$ cat src/rtl/number_ascii_sender.sv
// number_ascii_sender: converts a WIDTH-bit value to decimal ASCII with
// double-dabble. It sends the characters one byte at a time to the Serial
// transmitter over its send/busy handshake, then sends a terminator byte.
//   i_Clk, i_Rst        clock, synchronous active-high reset
//   i_start, i_number   print request (sampled in IDLE) and the value to print
//   i_txd_busy          Serial transmitter busy
//   o_tx_data           ASCII byte; held from its strobe until the next strobe
//   o_send_to_computer  one-cycle send strobe
//   o_busy, o_done      operation in progress / one-cycle completion pulse
module number_ascii_sender #(
  parameter int unsigned WIDTH       = 32,
  parameter int unsigned SIGNED      = 1,
  parameter logic [7:0]  TERM_CHAR   = 8'h0A,
  parameter int unsigned ACK_TIMEOUT = 4
) (
  input  logic             i_Clk,
  input  logic             i_Rst,
  input  logic             i_start,
  input  logic [WIDTH-1:0] i_number,
  input  logic             i_txd_busy,
  output logic [7:0]       o_tx_data,
  output logic             o_send_to_computer,
  output logic             o_busy,
  output logic             o_done
);

  // Digit count of 2^WIDTH-1 is floor(WIDTH*log10(2))+1.
  localparam int unsigned NDIG    = (WIDTH * 30103) / 100000 + 1;
  localparam int unsigned BCD_W   = 4 * NDIG;
  localparam int unsigned IDX_W   = (NDIG > 1) ? $clog2(NDIG) : 1;
  localparam int unsigned CNT_MAX = (WIDTH > ACK_TIMEOUT) ? WIDTH : ACK_TIMEOUT;
  localparam int unsigned CNT_W   = $clog2(CNT_MAX + 1);

  typedef enum logic [2:0] {
    S_IDLE, S_CONVERT, S_SCAN, S_SIGN, S_DIGIT, S_TERM, S_DONE
  } state_e;

  typedef enum logic [1:0] {
    P_SEND, P_WAIT_ACK, P_WAIT_DONE
  } phase_e;

  state_e             state_q, state_d;
  phase_e             phase_q, phase_d;
  logic [BCD_W-1:0]   bcd_q, bcd_d;
  logic [WIDTH-1:0]   mag_q, mag_d;
  logic               neg_q, neg_d;
  logic [IDX_W-1:0]   idx_q, idx_d;
  logic [CNT_W-1:0]   cnt_q, cnt_d;
  logic [7:0]         tx_data_q, tx_data_d;
  logic               send_q, send_d;
  logic               busy_q, busy_d;
  logic               done_q, done_d;

  logic [BCD_W-1:0]   bcd_adj;
  logic [3:0]         cur_digit;
  logic [7:0]         cur_char;
  logic               char_done;

  // Next-state and output logic.
  always_comb begin
    state_d   = state_q;
    phase_d   = phase_q;
    bcd_d     = bcd_q;
    mag_d     = mag_q;
    neg_d     = neg_q;
    idx_d     = idx_q;
    cnt_d     = cnt_q;
    tx_data_d = tx_data_q;
    send_d    = 1'b0;
    busy_d    = busy_q;
    done_d    = 1'b0;
    char_done = 1'b0;
    cur_digit = bcd_q[{idx_q, 2'b00} +: 4];

    // Add-3 correction applied to every BCD nibble before each shift.
    bcd_adj = bcd_q;
    for (int i = 0; i < int'(NDIG); i++) begin
      if (bcd_q[4*i +: 4] >= 4'd5) begin
        bcd_adj[4*i +: 4] = bcd_q[4*i +: 4] + 4'd3;
      end
    end

    case (state_q)
      S_SIGN:  cur_char = 8'h2D;
      S_DIGIT: cur_char = 8'h30 + {4'b0000, cur_digit};
      default: cur_char = TERM_CHAR;
    endcase

    case (state_q)
      S_IDLE: begin
        if (i_start) begin
          busy_d  = 1'b1;
          state_d = S_CONVERT;
          cnt_d   = '0;
          bcd_d   = '0;
          // The magnitude of the most-negative value still fits in WIDTH unsigned bits.
          if (SIGNED != 0 && i_number[WIDTH-1]) begin
            neg_d = 1'b1;
            mag_d = ~i_number + WIDTH'(1);
          end else begin
            neg_d = 1'b0;
            mag_d = i_number;
          end
        end
      end

      S_CONVERT: begin
        bcd_d = {bcd_adj[BCD_W-2:0], mag_q[WIDTH-1]};
        mag_d = mag_q << 1;
        if (cnt_q == CNT_W'(WIDTH - 1)) begin
          state_d = S_SCAN;
          idx_d   = IDX_W'(NDIG - 1);
        end else begin
          cnt_d = cnt_q + CNT_W'(1);
        end
      end

      // Skip leading zeros; digit 0 is always printed.
      S_SCAN: begin
        if (idx_q != '0 && cur_digit == 4'd0) begin
          idx_d = idx_q - IDX_W'(1);
        end else begin
          state_d = neg_q ? S_SIGN : S_DIGIT;
          phase_d = P_SEND;
        end
      end

      S_SIGN, S_DIGIT, S_TERM: begin
        case (phase_q)
          P_SEND: begin
            if (!i_txd_busy) begin
              tx_data_d = cur_char;
              send_d    = 1'b1;
              phase_d   = P_WAIT_ACK;
              cnt_d     = '0;
            end
          end
          // Give up on the acknowledge after ACK_TIMEOUT cycles.
          P_WAIT_ACK: begin
            if (i_txd_busy) begin
              phase_d = P_WAIT_DONE;
            end else if (cnt_q == CNT_W'(ACK_TIMEOUT - 1)) begin
              char_done = 1'b1;
            end else begin
              cnt_d = cnt_q + CNT_W'(1);
            end
          end
          P_WAIT_DONE: begin
            if (!i_txd_busy) begin
              char_done = 1'b1;
            end
          end
          default: phase_d = P_SEND;
        endcase

        // Move to the next character in the sequence.
        if (char_done) begin
          phase_d = P_SEND;
          case (state_q)
            S_SIGN: state_d = S_DIGIT;
            S_DIGIT: begin
              if (idx_q == '0) begin
                state_d = S_TERM;
              end else begin
                idx_d = idx_q - IDX_W'(1);
              end
            end
            default: begin
              state_d = S_DONE;
              busy_d  = 1'b0;
              done_d  = 1'b1;
            end
          endcase
        end
      end

      S_DONE:  state_d = S_IDLE;
      default: state_d = S_IDLE;
    endcase
  end

  // State and output registers.
  always_ff @(posedge i_Clk) begin
    if (i_Rst) begin
      state_q   <= S_IDLE;
      phase_q   <= P_SEND;
      bcd_q     <= '0;
      mag_q     <= '0;
      neg_q     <= 1'b0;
      idx_q     <= '0;
      cnt_q     <= '0;
      tx_data_q <= '0;
      send_q    <= 1'b0;
      busy_q    <= 1'b0;
      done_q    <= 1'b0;
    end else begin
      state_q   <= state_d;
      phase_q   <= phase_d;
      bcd_q     <= bcd_d;
      mag_q     <= mag_d;
      neg_q     <= neg_d;
      idx_q     <= idx_d;
      cnt_q     <= cnt_d;
      tx_data_q <= tx_data_d;
      send_q    <= send_d;
      busy_q    <= busy_d;
      done_q    <= done_d;
    end
  end

  assign o_tx_data          = tx_data_q;
  assign o_send_to_computer = send_q;
  assign o_busy             = busy_q;
  assign o_done             = done_q;

endmodule

$ cat config.mk
export PLATFORM = sky130hd
export DESIGN_NAME = number_ascii_sender
export DESIGN_NICKNAME = d
export VERILOG_FILES = /design/src/rtl/number_ascii_sender.sv
export SDC_FILE = /design/constraint.sdc
export NUM_CORES = 1
export LEC_CHECK = 0
export BUFFER_PORTS_ARGS = -buffer_cell sky130_fd_sc_hd__buf_2
export CAP_MARGIN = 20
export CORE_MARGIN = 2
export CORE_UTILIZATION = 48
export DETAILED_ROUTE_END_ITERATION = 10
export HOLD_SLACK_MARGIN = 0.02
export PLACE_DENSITY_LB_ADDON = 0.2
export SLEW_MARGIN = 20
export SYNTH_ARGS = -nofsm -noshare
export SYNTH_HDL_FRONTEND = slang
export SYNTH_SLANG_ARGS = --single-unit
export TNS_END_PERCENT = 20
$ cat constraint.sdc
create_clock -name i_Clk -period 3.22 [get_ports i_Clk]
set_input_delay 0.966 -clock i_Clk [delete_from_list [all_inputs] [get_ports i_Clk]]
set_output_delay 0.966 -clock i_Clk [all_outputs]
set_load 0.01 [all_outputs]
### Word-level counts from Yosys, hierarchy flattened

Index checks and enable logic that the tools add are counted.

* register bits: 99
* output and inout port bits: 11
* input port bits: 36
* word-level logic and storage cells: 144

* bitwise logic cells: 5
* order comparisons: 10
* shifts and indexed selects: 1
* eq/ne operators: 26
* add/sub/neg operators: 14
* muxes and demuxes: 54
* reductions and logical operators: 23

Operator list (number)
* case mux 40 bit (2 select lines): 1
* two-way mux 32 bit: 2
* case mux 32 bit (2 select lines): 1
* two-way mux 4 bit: 14
* >= comparator 4 x 3 -> 1 bit, second input constant: 10
* two-way mux 40 bit: 1
* indexed part select 40 x 7 -> 4 bit: 1
* adder 4 x 2 -> 4 bit, second input constant: 9
* adder 32 x 1 -> 32 bit, second input constant: 1
* inverter 32 bit: 1
* two-way mux 6 bit: 5
* two-way mux 3 bit: 7
* != test 2 bit, second input constant: 9
* case mux 6 bit (3 select lines): 1
* != test 3 bit, second input constant: 5
* case mux 7 bit (2 select lines): 1
* case mux 3 bit (4 select lines): 1
* case mux 4 bit (3 select lines): 1
* case mux 6 bit (2 select lines): 1
* AND reduction 5 bit: 2
* two-way mux 1 bit: 9
* OR reduction 3 bit: 3
* zero test 4 bit: 2
* two-way mux 2 bit: 4
* other kinds (30): 41

### Depth between registers and ports, before layout

* depth after elaboration: 7
* gate-level depth with buffers: 9
* depth with buffers taken out: 8

### Worst setup path after synthesis

Ideal clock, no wire load.

* path type: input to register
* start point: in i_number[14]
* end point: reg mag_q[26]
* arrival: 2.591 ns
* required time: 3.090 ns
* library setup time: 0.130 ns
* stages on the path: 6
* path slack: 0.498 ns
* buffers on the path: 0
* cells stage by stage: or4_1 -> nor3_2 -> nand4_1 -> o41ai_1 -> xor2_1 -> o22ai_1

* word-level cells in the longest chain between the ends: 5

RTL lines
* start, declared: RTL line 19 `input logic [WIDTH-1:0] i_number,`
* inverter 32 bit: RTL line 99 `mag_d = ~i_number + WIDTH'(1);`
* adder 32 x 1 -> 32 bit: RTL line 99
* two-way mux 32 bit: RTL line 97 `if (SIGNED != 0 && i_number[WIDTH-1]) begin`
* two-way mux 32 bit: RTL line 91 `if (i_start) begin`
* case mux 32 bit (2 select lines): RTL line 89 `case (state_q)`
* end signal, assigned: RTL line 200 `mag_q <= mag_d;`
* end, declared: RTL line 45 `logic [WIDTH-1:0] mag_q, mag_d;`

No other way between the ends. The select of a mux whose other input is x is not followed.
A chain may end at the register's enable or synchronous reset.

### Final worst setup path

Same ends and word-level chain as after synthesis.

==> results by group <==
Detailed routing
  – Met1 Routed Length: 6180 um
  – Via density: 5.93
  – Drt wl/cell: 15.1 um
  – Post-route DRC violation count: 0
  – DRT iter0 DRCs: 356
  – DR top layer: met4
  – Routed vias: 5367
  – Drt pass-1 iters: 5
  – Met2 wire length: 6600 um
  – DRT Wirelength: 13700 um
  – WL met3: 632 um
  – Antenna Nets Post-Route: 0

Synth
  – Adder-cell share of the synthesized area: 5.75%
  – Mux share of post-synthesis cell area: 4.69%
  – Main combinational cell family by area after synthesis: compound AO/OA/AOI/OAI gates
  – Main synth FF type: dfxtp_1
  – Register area share after synthesis: 33.1%
  – Mapped cell area: 0.00587 mm^2
  – Mapped Avg Cell Area: 8.02 um^2
  – Yosys warning count: 0
  – Synth Area in Compound Gates: 24.6%
  – Simple-Gate Fraction of Synth Area: 19.0%
  – Mapped Cells: 732
  – Post-synth EDFFs: 0
  – #FFs+latches synth: 97
  – Async SR Flop Fraction: 0%
  – Post-synthesis cell type count: 63
  – Xor/xnor share of the synthesized area: 7.16%

Setup path
  – Worst path slowest cell: or4_1
  – CP Cell Sequence: buf_2 -> or4_1 -> nor3_2 -> nand4_1 -> o41ai_1 -> xor2_1 -> o22ai_1
  – Startpoint Class: input pin
  – Crit path largest cell delay: 550 ps
  – Critical path type: in2reg
  – Type of destination of the critical path: flop
  – Crit path max fanout: 8
  – Arrival time worst endpoint: 2910 ps
  – Crit path required time: 3450 ps

Global route
  – GRT Overall Usage: 22.2%
  – Antenna violations before repair: 0
  – Vias in the first global route: 5285
  – Total congestion overflow: 0
  – First-pass GRT wire length: 23900 um
  – Largest net degree at the start of global routing: 78

Power and ir drop
  – Worst IR Drop VDD: 0.000391 V
  – Leak: 2.31 nW
  – Pwr/cell area: 576 mW/mm^2

Finish
  – Final Instance Area: 0.00655 mm^2
  – Number of fill cells: 1114
  – Antenna diode count: 0
  – Area Growth Syn to Fin: 11.5%
  – Layout cells sized above 1: 12.1%
  – Non-filler cells, final: 905
  – Util after Layout: 54.8%
  – Final nets: 817

Timing
  – Hold WS: 453 ps
  – Worst-case clock skew: 6.61 ps
  – Worst-Margin Slew: 734 ps
  – Final Max Slew Viols: 0
  – Unrepaired setup endpoints after global routing: false
  – Setup-failing EPs final: 0
  – Endpoints failing hold: 0
  – Crit share post-route: 83.2%
  – Setup TNS: 0 ps
  – Final Critical Period: 2680 ps
  – Fmax: 373 MHz
  – Worst slew margin: 51.1%

Place
  – Number of I/O port buffers: 44
  – Detailed placement HPWL: 9420 um
  – Placed cell areas: 0.00622 mm^2
  – GP Congestion: 0.850
  – Dpl cells: 890

Clocking
  – # H-tree levels: 3
  – Clock transition at path regs: 70 ps
  – CTS Buffer Depth: 2
  – Resized Gates After CTS: 0
  – Clk root buf: clkbuf_16
  – Hold buffer count at CTS: 0
  – Clk sink count: 97
  – Setup bufs post-CTS: 0
  – TritonCTS clock tree: built
  – CTS Buf Count: 9
  – Clock latency on the worst-skew pair: 360 ps

Run status
  – Status: complete, no violations

Floorplan
  – Die W: 115 um
  – Core area: 0.0120 mm^2
  – Initial Utilization: 49.1%
  – Boundary Pins: 47
  – DIE AREA: 0.0131 mm^2
  – Site row count: 40
  – Die Span Y: 115 um

Worst hold path
  – HP Class: reg2reg

Flow run
  – Max-cap violations: 0
==> stage by stage <==
| step | setup WS (ps) | power [mW] |
|---|---|---|
| 6_report | 542 | 3.77 |
| 5_1_grt | 417 | 3.99 |
| 4_1_cts | 563 | 3.79 |
| 3_5_place_dp | 195 | 2.57 |
| 3_3_place_gp | 248 | 2.54 |
| 2_1_floorplan | 498 | 2.25 |
==> area by class of cell <==
class / count / area, um^2 / area share, %
clock buffer: 9 / 225 / 3.44
multi-input combinational: 553 / 3620 / 55.3
sequential: 97 / 1940 / 29.6
clock inverter: 6 / 108 / 1.64
timing repair buffer: 54 / 320 / 4.89
inverter: 39 / 146 / 2.23
tap: 147 / 184 / 2.81
==> report_power, final <==
| part | internal, mW | switching, mW |
|---|---|---|
| logic | 0.364 | 0.730 |
| registers | 1.33 | 0.119 |
| clock network | 0.752 | 0.475 |
==> Yosys cell counts (all sizes together) (5+ instances only) <==
library cell | count | area share, %
dfxtp | 97 | 33
a21oi | 71 | 6.1
nor2 | 65 | 4.2
nand2 | 57 | 3.6
o21ai | 53 | 4.5
a22oi | 52 | 6.6
inv | 39 | 2.5
clkbuf | 35 | 2.2
ha | 27 | 5.8
nor3 | 27 | 2.6
xor2 | 27 | 4.0
xnor2 | 21 | 3.1
nand2b | 16 | 1.7
nand3 | 15 | 1.3
mux2i | 14 | 2.4
o22ai | 11 | 1.3
buf | 9 | 0.89
a31oi | 8 | 0.85
o31ai | 7 | 0.98
or4 | 7 | 0.89
a41oi | 6 | 0.89
nor2b | 6 | 0.64
or3 | 5 | 0.53
==> path summary, 6_finish.rpt <==
check / start / endpoint / slack [ps] / cells past startpoint
max: i_number[14] / mag_q[26] / 540 / 7
max reg2reg: idx_q[1] / idx_q[3] / 770 / 7
min: o_tx_data[1] / o_tx_data[1] / 450 / 2
min reg2reg: o_tx_data[1] / o_tx_data[1] / 450 / 2
==> per-layer routing <==
metal	GRT usage (%)	vias up
li1	-	2675
met1	27.0	2565
met2	38.7	106
met3	4.71	21
met4	8.21	0
met5	0	-
==> cell usage in the layout (no fill, tap or decap), types with 3 or more instances in the layout <==
cell type and instances:
ha_1 27, inv_1 36, o41ai_1 4, a21oi_1 71, o21ai_0 31, nor3_2 3
o31ai_1 6, nor2b_1 6, xnor2_1 21, clkbuf_16 9, a2bb2oi_1 3, mux2i_1 14
nor3_1 24, nand3b_1 4, inv_2 3, buf_2 44, nor2_1 64, bufinv_16 3
or3_1 5, and3_1 3, dfxtp_1 97, a41oi_1 6, o21ai_1 22, o22ai_1 10
nand2_1 57, a31oi_1 8, or4_1 7, buf_4 8, mux4_2 4, xor2_1 27
a32oi_1 3, a22oi_1 52, nand3_1 15, and2_1 3, nand2b_1 16
==> logic make-up (layout without fill, tap and decap cells) <==
family                   after synthesis  after routing
buffers and inverters                 83            108
other                                  1              2
AO/OA/AOI/OAI                        230            230
AND/OR/NAND/NOR                      224            224
XOR/XNOR                              48             48
multiplexers                          22             22
adder cells (fa/ha/maj)               27             27
flip-flops                            97             97
==> flip-flops by register name, summed over array words and instances (netlist names) <==
register	flops
phase_q	2
bcd_q	40
o_done	1
o_tx_data	6
state_q	3
neg_q	1
mag_q	32
o_send_to_computer	1
o_busy	1
idx_q	4
cnt_q	6
==> critical path: cells and delay by family <==
family	cells	cell delay (ps)
AO/OA/AOI/OAI	2	450
buffers and inverters	1	120
XOR/XNOR	1	190
AND/OR/NAND/NOR	3	1190
Power figures use the tool's default switching activity.
